`src/rtl/mips_core_pkg.sv`:
```
// Shared scoreboard types: register address, default tag/latency sizing and
// the per-register entry layout used at the default configuration.
package mips_core_pkg;

  typedef logic [4:0] MipsReg;

  localparam int SB_NUM_REGS    = 32;
  localparam int SB_ID_WIDTH    = 20;
  localparam int SB_MAX_LATENCY = 255;
  localparam int SB_AGE_WIDTH   = $clog2(SB_MAX_LATENCY + 1);

  typedef struct packed {
    logic                    pending;
    logic [SB_ID_WIDTH-1:0]  tag;
    logic [SB_AGE_WIDTH-1:0] age;
  } sb_entry_t;

endpackage

```
`src/rtl/sb_entry.sv`:
```
// One scoreboard register slot: pending bit, producer tag and a saturating
// age counter, with next-state visibility for popcount and the watchdog.
module sb_entry
  import mips_core_pkg::*;
#(
  parameter int ID_WIDTH    = SB_ID_WIDTH,
  parameter int MAX_LATENCY = SB_MAX_LATENCY
) (
  input  logic                clk,
  input  logic                rst,
  input  logic                flush_i,
  input  logic                set_i,
  input  logic [ID_WIDTH-1:0] tag_i,
  input  logic                wb_hit_i,
  input  logic [ID_WIDTH-1:0] wb_tag_i,
  output logic                pending_o,
  output logic                complete_o,
  output logic                pending_next_o,
  output logic                timeout_o
);

  localparam int AW = $clog2(MAX_LATENCY + 1);
  localparam logic [AW-1:0] AGE_MAX = AW'(MAX_LATENCY);

  typedef struct packed {
    logic                pending;
    logic [ID_WIDTH-1:0] tag;
    logic [AW-1:0]       age;
  } entry_t;

  entry_t ent_q, ent_d;

  assign complete_o = wb_hit_i & ent_q.pending & (ent_q.tag == wb_tag_i);

  // A new issue wins over a same-cycle completion so the entry keeps the new tag.
  always_comb begin
    ent_d = ent_q;
    if (flush_i) begin
      ent_d.pending = 1'b0;
      ent_d.age     = '0;
    end else if (set_i) begin
      ent_d.pending = 1'b1;
      ent_d.tag     = tag_i;
      ent_d.age     = '0;
    end else if (complete_o) begin
      ent_d.pending = 1'b0;
      ent_d.age     = '0;
    end else if (ent_q.pending && (ent_q.age != AGE_MAX)) begin
      ent_d.age = ent_q.age + AW'(1);
    end
  end

  always_ff @(posedge clk or posedge rst) begin
    if (rst) begin
      ent_q <= '0;
    end else begin
      ent_q <= ent_d;
    end
  end

  assign pending_o      = ent_q.pending;
  assign pending_next_o = ent_d.pending;
  assign timeout_o      = ent_d.pending & (ent_d.age == AGE_MAX);

endmodule

```
`src/rtl/reg_scoreboard.sv`:
```
// Issue-side register scoreboard: RAW/WAW stall against long-latency results,
// tagged out-of-order completion, pending popcount, watchdog and stall counter.
module reg_scoreboard
  import mips_core_pkg::*;
#(
  parameter int NUM_REGS    = SB_NUM_REGS,
  parameter int ID_WIDTH    = SB_ID_WIDTH,
  parameter int MAX_LATENCY = SB_MAX_LATENCY
) (
  input  logic                clk,
  input  logic                rst,
  input  logic                i_valid,
  input  logic                i_uses_rs,
  input  logic [4:0]          i_rs_addr,
  input  logic                i_uses_rt,
  input  logic [4:0]          i_rt_addr,
  input  logic                i_uses_rw,
  input  logic [4:0]          i_rw_addr,
  input  logic                i_is_long,
  input  logic [ID_WIDTH-1:0] i_instruction_id,
  input  logic                wb_valid,
  input  logic [4:0]          wb_rw_addr,
  input  logic [ID_WIDTH-1:0] wb_instruction_id,
  input  logic                i_flush,
  output logic                o_issue_stall,
  output logic                o_issue_accept,
  output logic [5:0]          o_pending_count,
  output logic [31:0]         o_stall_cycles,
  output logic                o_timeout,
  output logic [4:0]          o_timeout_reg
);

  logic [NUM_REGS-1:0] pend_v, cmpl_v, pend_nxt_v, hit_v, busy_v;
  logic [NUM_REGS-1:1] set_v;
  logic                issue_long;

  assign pend_v[0]     = 1'b0;
  assign cmpl_v[0]     = 1'b0;
  assign pend_nxt_v[0] = 1'b0;
  assign hit_v[0]      = 1'b0;

  // A same-cycle completion is forwarded from WB, so it does not block issue.
  assign busy_v = pend_v & ~cmpl_v;

  assign o_issue_stall  = i_valid & ~i_flush &
                          ((i_uses_rs & busy_v[i_rs_addr]) |
                           (i_uses_rt & busy_v[i_rt_addr]) |
                           (i_uses_rw & busy_v[i_rw_addr]));
  assign o_issue_accept = i_valid & ~i_flush & ~o_issue_stall;
  assign issue_long     = o_issue_accept & i_uses_rw & i_is_long & (i_rw_addr != '0);

  for (genvar g = 1; g < NUM_REGS; g++) begin : g_entry
    assign set_v[g] = issue_long & (i_rw_addr == MipsReg'(g));

    sb_entry #(
      .ID_WIDTH   (ID_WIDTH),
      .MAX_LATENCY(MAX_LATENCY)
    ) u_entry (
      .clk           (clk),
      .rst           (rst),
      .flush_i       (i_flush),
      .set_i         (set_v[g]),
      .tag_i         (i_instruction_id),
      .wb_hit_i      (wb_valid & (wb_rw_addr == MipsReg'(g))),
      .wb_tag_i      (wb_instruction_id),
      .pending_o     (pend_v[g]),
      .complete_o    (cmpl_v[g]),
      .pending_next_o(pend_nxt_v[g]),
      .timeout_o     (hit_v[g])
    );
  end

  logic [5:0]  cnt_q, cnt_d;
  logic [31:0] stall_cnt_q, stall_cnt_d;
  logic        to_q, to_d;
  MipsReg      to_reg_q, to_reg_d, first_to;

  always_comb begin
    cnt_d = '0;
    for (int i = 0; i < NUM_REGS; i++) begin
      cnt_d = cnt_d + 6'(pend_nxt_v[i]);
    end
  end

  // Descending scan leaves the lowest timed-out register in first_to.
  always_comb begin
    first_to = '0;
    for (int i = NUM_REGS - 1; i >= 1; i--) begin
      if (hit_v[i]) first_to = MipsReg'(i);
    end
  end

  always_comb begin
    stall_cnt_d = stall_cnt_q;
    if (o_issue_stall && (stall_cnt_q != '1)) stall_cnt_d = stall_cnt_q + 32'd1;
    to_d     = to_q | (|hit_v);
    to_reg_d = (!to_q && (|hit_v)) ? first_to : to_reg_q;
  end

  always_ff @(posedge clk or posedge rst) begin
    if (rst) begin
      cnt_q       <= '0;
      stall_cnt_q <= '0;
      to_q        <= 1'b0;
      to_reg_q    <= '0;
    end else begin
      cnt_q       <= cnt_d;
      stall_cnt_q <= stall_cnt_d;
      to_q        <= to_d;
      to_reg_q    <= to_reg_d;
    end
  end

  assign o_pending_count = cnt_q;
  assign o_stall_cycles  = stall_cnt_q;
  assign o_timeout       = to_q;
  assign o_timeout_reg   = to_reg_q;

endmodule
```
`config.mk`:
```
export PLATFORM = sky130hd
export DESIGN_NAME = reg_scoreboard
export DESIGN_NICKNAME = d
export VERILOG_FILES = /design/src/rtl/mips_core_pkg.sv /design/src/rtl/sb_entry.sv /design/src/rtl/reg_scoreboard.sv
export SDC_FILE = /design/constraint.sdc
export NUM_CORES = 2
export LEC_CHECK = 0
export ABC_AREA = 1
export CAP_MARGIN = 20
export CORE_ASPECT_RATIO = 1.5
export CORE_UTILIZATION = 60
export DETAILED_ROUTE_END_ITERATION = 8
export PLACE_DENSITY = 0.77
export RECOVER_POWER = 25
export SLEW_MARGIN = 20
export SYNTH_ARGS = -nofsm -noshare
export SYNTH_HDL_FRONTEND = slang
export SYNTH_SLANG_ARGS = --single-unit
```
`constraint.sdc`:
```
create_clock -name clk -period 40.2 [get_ports clk]
set_clock_uncertainty 0.2 [all_clocks]
set_input_delay 8.04 -clock clk [delete_from_list [all_inputs] [get_ports clk]]
set_output_delay 8.04 -clock clk [all_outputs]
set_load 0.03 [all_outputs]
```
* Word level (Yosys, flattened, before mapping) *
Index checks and enable logic that the tools add are counted.
Widths: inputs -> output; s select.

operators by class
  reductions and logical operators = 67
  magnitude comparators = 3
  add/sub/neg operators = 62
  multiplexer cells = 254
  bitwise gates (word level) = 171
  eq/ne operators = 156

operators by type and width
  kind                   count
  $mux 8                 124
  $eq 20x20->1           31
  $add 8x1->8 const B    31
  $eq 8x8->1 const B     31
  $ne 8x8->1 const B     31
  $and 1x1->1            164
  $eq 5x5->1 const B     32
  $mux 5                 31
  $add 6x1->6            25
  $mux 1                 96
  $eq 5x4->1 const B     16
  $reduce_and 2->1       31
  $eq 5x3->1 const B     8
  $logic_and 1x1->1      33
  $add 32x1->32 const B  1
  $and 32x32->32         1
  $ne 32x32->1 const B   1
  $not 32->32            1
  $reduce_or 31->1       1
  $eq 5x2->1 const B     4
  $lt 5x6->1 const B     3
  $bmux 1 s5             3
  $eq 5x1->1 const B     2
  $add 5x1->6            1
  other kinds (8)        11

storage, ports and cells
  output and inout port bits = 46
  register bits = 943
  word-level logic and storage cells = 810
  bits of input ports = 69

* Depth between registers and ports, before layout *
  depth in word-level cells = 53
  depth in mapped cells = 54

* Hierarchy *
Synthesis repeated with hierarchy kept, for this count alone.

unflattened totals
  cell total of the unflattened synthesis = 8685
  area, all modules = 58822.7 sq um

modules (own cells, without submodules)
  module                              area each (sq um)  sequential area each (sq um)  times used  cells each
  sb_entry (g_entry[21].u_entry ...)  1700.4             725.7                         16          247
  sb_entry (g_entry[10].u_entry ...)  1808.0             725.7                         12          269
  sb_entry (g_entry[7].u_entry ...)   1721.7             725.7                         3           254
  reg_scoreboard                      4755.8             1101.1                        1           743

* Least setup slack after synthesis *
Ideal clock, no wire load.

  path kind = in2out
  from = input wb_valid
  to = output o_issue_accept
  setup slack = 21986 ps
  path buffers = 2
  required time = 31960 ps
  stages on the path = 20
  arrival time = 9974 ps
  cells stage by stage = buf_2 > nand2_1 > inv_2 > buf_4 > nand2_1 > nor2_1 > nand2_1 > nor2_1 > nand3_2 > nand2_1 > nand2_1 > nand2_1 > nor2_1 > nor2_1 > nor2_1 > nand2_1 > nand2_1 > nand3_2 > nand3_2 > nor3_4

on the way
  longest elaborated chain between the ends = 13
  elaborated cells between the ends (all ways) = 109
  those cells by class = mux (6); bitwise (103)

ends and longest elaborated chain
  what                                   line                                        text
  start: declaration                     reg_scoreboard.sv:21                        input logic wb_valid,
  $and 1x1->1                            reg_scoreboard.sv:64                        .wb_hit_i (wb_valid & (wb_rw_addr == MipsReg'(g))),
  $and 1x1->1 (2 in a row)               sb_entry.sv:33                              assign complete_o = wb_hit_i & ent_q.pending & (ent_q.tag == wb_tag_i);
  $not 32->32 (*)                        reg_scoreboard.sv:43                        assign busy_v = pend_v & ~cmpl_v;
  $and 32x32->32 (*)                     reg_scoreboard.sv:43
  $bmux 1 s5, on equally long branches   reg_scoreboard.sv:46, reg_scoreboard.sv:47
  $mux 1, on equally long branches       reg_scoreboard.sv:46, reg_scoreboard.sv:47
  $and 1x1->1, on equally long branches  reg_scoreboard.sv:46, reg_scoreboard.sv:47
  $or 1x1->1                             reg_scoreboard.sv:46                        ((i_uses_rs & busy_v[i_rs_addr]) |
  $or 1x1->1 (*)                         reg_scoreboard.sv:47                        (i_uses_rt & busy_v[i_rt_addr]) |
  $and 1x1->1 (*)                        reg_scoreboard.sv:45                        assign o_issue_stall = i_valid & ~i_flush &
  $not 1->1 (*)                          reg_scoreboard.sv:49                        assign o_issue_accept = i_valid & ~i_flush & ~o_issue_stall;
  $and 1x1->1 (*)                        reg_scoreboard.sv:49
  end: declaration                       reg_scoreboard.sv:26                        output logic o_issue_accept,

Every way passes the cells marked *; elsewhere a longest branch is shown, timed or not. The select of a mux whose other input is x is not followed.

* Worst setup path after layout *
  from = input wb_instruction_id[4]
  to = output o_issue_stall

on the way
  longest elaborated chain between the ends = 10
  elaborated cells between the ends (all ways) = 76
  those cells by class = eq/ne (31); mux (6); bitwise (39)

ends and longest elaborated chain
  what                                   line                                        text
  start: declaration                     reg_scoreboard.sv:23                        input logic [ID_WIDTH-1:0] wb_instruction_id,
  $eq 20x20->1                           sb_entry.sv:33
  $and 1x1->1                            sb_entry.sv:33
  $not 32->32 (*)                        reg_scoreboard.sv:43
  $and 32x32->32 (*)                     reg_scoreboard.sv:43
  $bmux 1 s5, on equally long branches   reg_scoreboard.sv:46, reg_scoreboard.sv:47
  $mux 1, on equally long branches       reg_scoreboard.sv:46, reg_scoreboard.sv:47
  $and 1x1->1, on equally long branches  reg_scoreboard.sv:46, reg_scoreboard.sv:47
  $or 1x1->1                             reg_scoreboard.sv:46
  $or 1x1->1 (*)                         reg_scoreboard.sv:47
  $and 1x1->1 (*)                        reg_scoreboard.sv:45
  end: declaration                       reg_scoreboard.sv:25                        output logic o_issue_stall,

Marked as above.

==> results list <==
- Filler cell count in the final layout: 7273
- Counting flops with an async set or reset pin after synthesis yields a share of 100%.
- First-pass DRT Iterations: 8
* Standard cell core area: 85600 µm²
- In this run, post-CTS repair resized a total of 0 instances.
* Kind of start point of the critical path: primary input
- Clock buffers created by TritonCTS: 92
- Routed via count divided by cell count: 5.65
- Entering global routing, the biggest net connects 180 pins.
* Leakage power of the design: 0.0272 µW
* Final setup margin: 19.26 ns
- The worst register-to-register path has a depth of 34.
* Area of the multi-input gates: 24300 µm²
- Data on the critical path is required at its endpoint by 31.96 ns.
- Instance area after placement: 53800 µm²
* Warning count from the yosys run: 0
- The run finished, with violations left.
- After routing the design area is 57000 µm².
- Arrival time reported for the critical path endpoint: 12.70 ns
* Share of synthesized area spent on multiplexers: 0.101%
* Post-route total power: 2090 µW
- Share of the yosys chip area belonging to registers: 45.3%
- Count of different cell masters after synthesis: 57
- Die Height: 363 µm
* Most common flop cell mapped by yosys: sky130_fd_sc_hd__dfrtp_1
- Area growth from synthesis to final layout: 9.56%
- Post-synthesis compound-gate area fraction: 7.37%
* Combinational family with the most area after synthesis: simple AND/OR/NAND/NOR gates
- Register with the highest flop count: g_entry.u_entry.ent_q
- Number of DRC violations after detailed-routing iteration 0: 4519
- Of the available clock period, the critical path in the final layout requires 52.1%.
* Number of I/O pins: 115
* Clock period minus worst slack: 20.94 ns
- Initial antenna violation count: 3
- At the placement stage, the worst setup path has a slack of 19.53 ns.
- Post-synthesis net count: 7206
- Based on the critical path, the design can be clocked at up to 47.8 MHz.
- Across the run, the number of max-cap violations was 7.
- Type of the worst setup path: primary input to output pin
- Synthesized area divided by synthesized cell count: 7.36 µm²
- Across the VDD grid, the largest voltage drop is 0.0354 mV.
- The max-slew violation count was 502.
- The checks that failed: max-capacitance violations, max-slew violations.
- Port-buffer cells: 114
- In this run the cell area of the synthesized design comes to 52100 µm².
- Detailed placement ended at an HPWL of 114 mm.
- The clock reaches the later pin of the worst-skew pair after 0.72 ns.
- The synthesized design contains 0 enable-type register cells.
- In this run, synthesis produced a sequential element count of 943.
- Clock tree from TritonCTS: yes
- Aggregate negative setup slack: 0 ns
- Storage element area: 23600 µm²
* Overall routing resource usage: 38.5%
- Number of nets with antenna violations after detailed routing: 0
- The register with the most flip-flops in the layout has 868 of them.
- Worst setup EP type: output pin
* Sinks on Clock Net: 943
* Final hold violation count: 0
- Net count of the finished layout: 7189
* Depth of the worst hold-timing path: 2
- The floorplan step defined a die boundary enclosing 88000 µm².
* Power per Cell Area: 36.6 nW/µm²
- Cells with a size suffix above 1 make up 4.78% of the layout.
* Post-Synth Adder-Cell Area: 1.82%
- CTS built an H-tree with a depth of 3.
- After detailed routing, the number of remaining DRC violations is 0.
* Tightest Hold Check Type: flip-flop to flip-flop
- After technology mapping, the gate count stands at 7075.
- Headroom to the max-slew limit came out at -307%.
* Synth Area in XOR/XNOR: 7.54%
- Clock root buffer: sky130_fd_sc_hd__clkbuf_16
- Vias in the first global route: 45.0k
- Total of hold buffers inserted after clock tree synthesis: 0
- After detailed routing, the average wire length per cell comes to 20.2 µm.
- Total number of vias: 46.7k
- Once the floorplan was initialized, standard cells occupied 60.8% of the core.
- The floorplan step set the die width to 243 µm.
- Of all nets on the critical path, the largest fanout is 30.
* GP Congestion: 1.02
- Final global-route overflow total: 0
- Clock-pin slew on the worst setup and hold paths: 0.06 ns
* Final setup viols: 0
- # placed instances: 8091
- After clock tree synthesis, the setup repair step added 0 buffers.
- First-pass GRT wire length: 257 mm
- Site row count: 131
* Number of buffers between clock root and the deepest sink: 3
- Summing the areas of all and, or, nand and nor instances in the mapped netlist gives 29.8% of the synthesized area.
* Tightest Pin Transition: 6.07 ns
* Final cell count without fillers: 8266
- The final layout contains routed wiring with a total length of 167 mm.
- Setup repair after global routing missed its margin: false
[critical path, stage by stage]
cell and delay (ns):
sky130_fd_sc_hd__clkdlybuf4s50_1 0.45, sky130_fd_sc_hd__buf_4 0.39, sky130_fd_sc_hd__inv_2 0.39, sky130_fd_sc_hd__nand2_1 0.14, sky130_fd_sc_hd__nand2_1 0.06, sky130_fd_sc_hd__nor2_1 0.18, sky130_fd_sc_hd__nand2_1 0.14, sky130_fd_sc_hd__nor2_1 0.25
sky130_fd_sc_hd__nand3_1 0.53, sky130_fd_sc_hd__nand3_1 0.21, sky130_fd_sc_hd__nand3_1 0.15, sky130_fd_sc_hd__nand3_1 0.12, sky130_fd_sc_hd__nand3_1 0.08, sky130_fd_sc_hd__nand2_1 0.07, sky130_fd_sc_hd__nand2_1 0.06, sky130_fd_sc_hd__nand3_1 0.12
sky130_fd_sc_hd__nand3_2 0.12, sky130_fd_sc_hd__nand2_1 0.36, sky130_fd_sc_hd__inv_1 0.15, sky130_fd_sc_hd__clkdlybuf4s50_1 0.63
[power by group]
part	switching (µW)	internal, µW	leakage [µW]
clock network	394	517	0.00153
registers	17.5	971	0.0130
logic	135	52.3	0.0127
[placed cells by master (no fill, tap or decap), drive strengths merged, types with 7 or more instances in the layout]
cell type      instances
nand2               2342
nor4                  29
xor2                 329
inv                  767
nand4                 99
clkbuf               143
nand3b                 7
xnor2                119
clkinvlp               9
buf                   91
dfrtp                943
dlygate4sd3           45
or2                   27
a31oi                 11
nor3b                 17
nand3                342
ha                    39
and2                  20
clkinv                15
o21ai                691
nor3                  73
a21oi                 30
fa                    23
nor2                 823
clkdlybuf4s50         54
[cell families after synthesis]
logic type	after synthesis
simple gates	3794
fa+ha+maj	62
compound gates	752
buf+inv	1071
mux	5
flops	943
xor+xnor	448
[final cells by class]
type                       count  share of cell area, %
clock inverter                33                  0.665
antenna                        2                0.00877
multi-input combinational   5061                   42.6
timing repair buffer         196                   3.01
tap                         1130                   2.48
sequential                   943                   41.4
clock buffer                 137                   4.85
inverter                     764                   5.03
[synthesized netlist by cell type (8+ instances only)]
library cell	number	area share, %
sky130_fd_sc_hd__buf_4	8	0.12
sky130_fd_sc_hd__nand3_2	9	0.17
sky130_fd_sc_hd__ha_1	39	0.94
sky130_fd_sc_hd__nor3_1	72	0.69
sky130_fd_sc_hd__fa_1	23	0.88
sky130_fd_sc_hd__o21ai_1	11	0.11
sky130_fd_sc_hd__nand3_1	331	3.2
sky130_fd_sc_hd__nor4_1	29	0.35
sky130_fd_sc_hd__or2_2	24	0.29
sky130_fd_sc_hd__o21ai_0	680	6.5
sky130_fd_sc_hd__xnor2_1	119	2.0
sky130_fd_sc_hd__nor3b_1	17	0.25
sky130_fd_sc_hd__inv_2	37	0.27
sky130_fd_sc_hd__inv_1	725	5.2
sky130_fd_sc_hd__clkbuf_1	208	1.5
sky130_fd_sc_hd__xor2_1	329	5.5
sky130_fd_sc_hd__nand2_1	2334	17
sky130_fd_sc_hd__dfrtp_1	943	45
sky130_fd_sc_hd__a21oi_1	30	0.29
sky130_fd_sc_hd__nor2_1	815	5.9
sky130_fd_sc_hd__nand4_1	98	1.2
sky130_fd_sc_hd__buf_2	86	0.83
sky130_fd_sc_hd__and2_1	19	0.23
sky130_fd_sc_hd__a31oi_1	11	0.13
[final timing paths]
kind,from,end,slack [ns]
hold reg to reg,o_timeout_reg[1],o_timeout_reg[1],0.28
setup reg to reg,g_entry[8].u_entry.pending_o,o_pending_count[4],30.56
hold / removal,o_timeout_reg[1],o_timeout_reg[1],0.28
setup / recovery,wb_instruction_id[4],o_issue_stall,19.26
max in group asynchronous,rst,g_entry[25].u_entry.ent_q[17],22.45
min in group asynchronous,rst,g_entry[2].u_entry.ent_q[1],9.50
[stage by stage]
stage	hold WS, ns	utilization (%)
2_1_floorplan	0.253	-
3_3_place_gp	0.266	62.9
3_5_place_dp	0.270	62.9
4_1_cts	0.283	66.6
5_1_grt	0.299	66.7
6_report	0.275	66.7
[metal layers]
layer	vias to the layer above	GRT usage [%]	share of wire (%)
li1	21918	-	-
met1	21914	45.8	36
met2	2166	62.3	46
met3	694	6.34	8.7
met4	4	30.2	8.8
met5	-	0	0.011
Power figures use the tool's default switching activity.
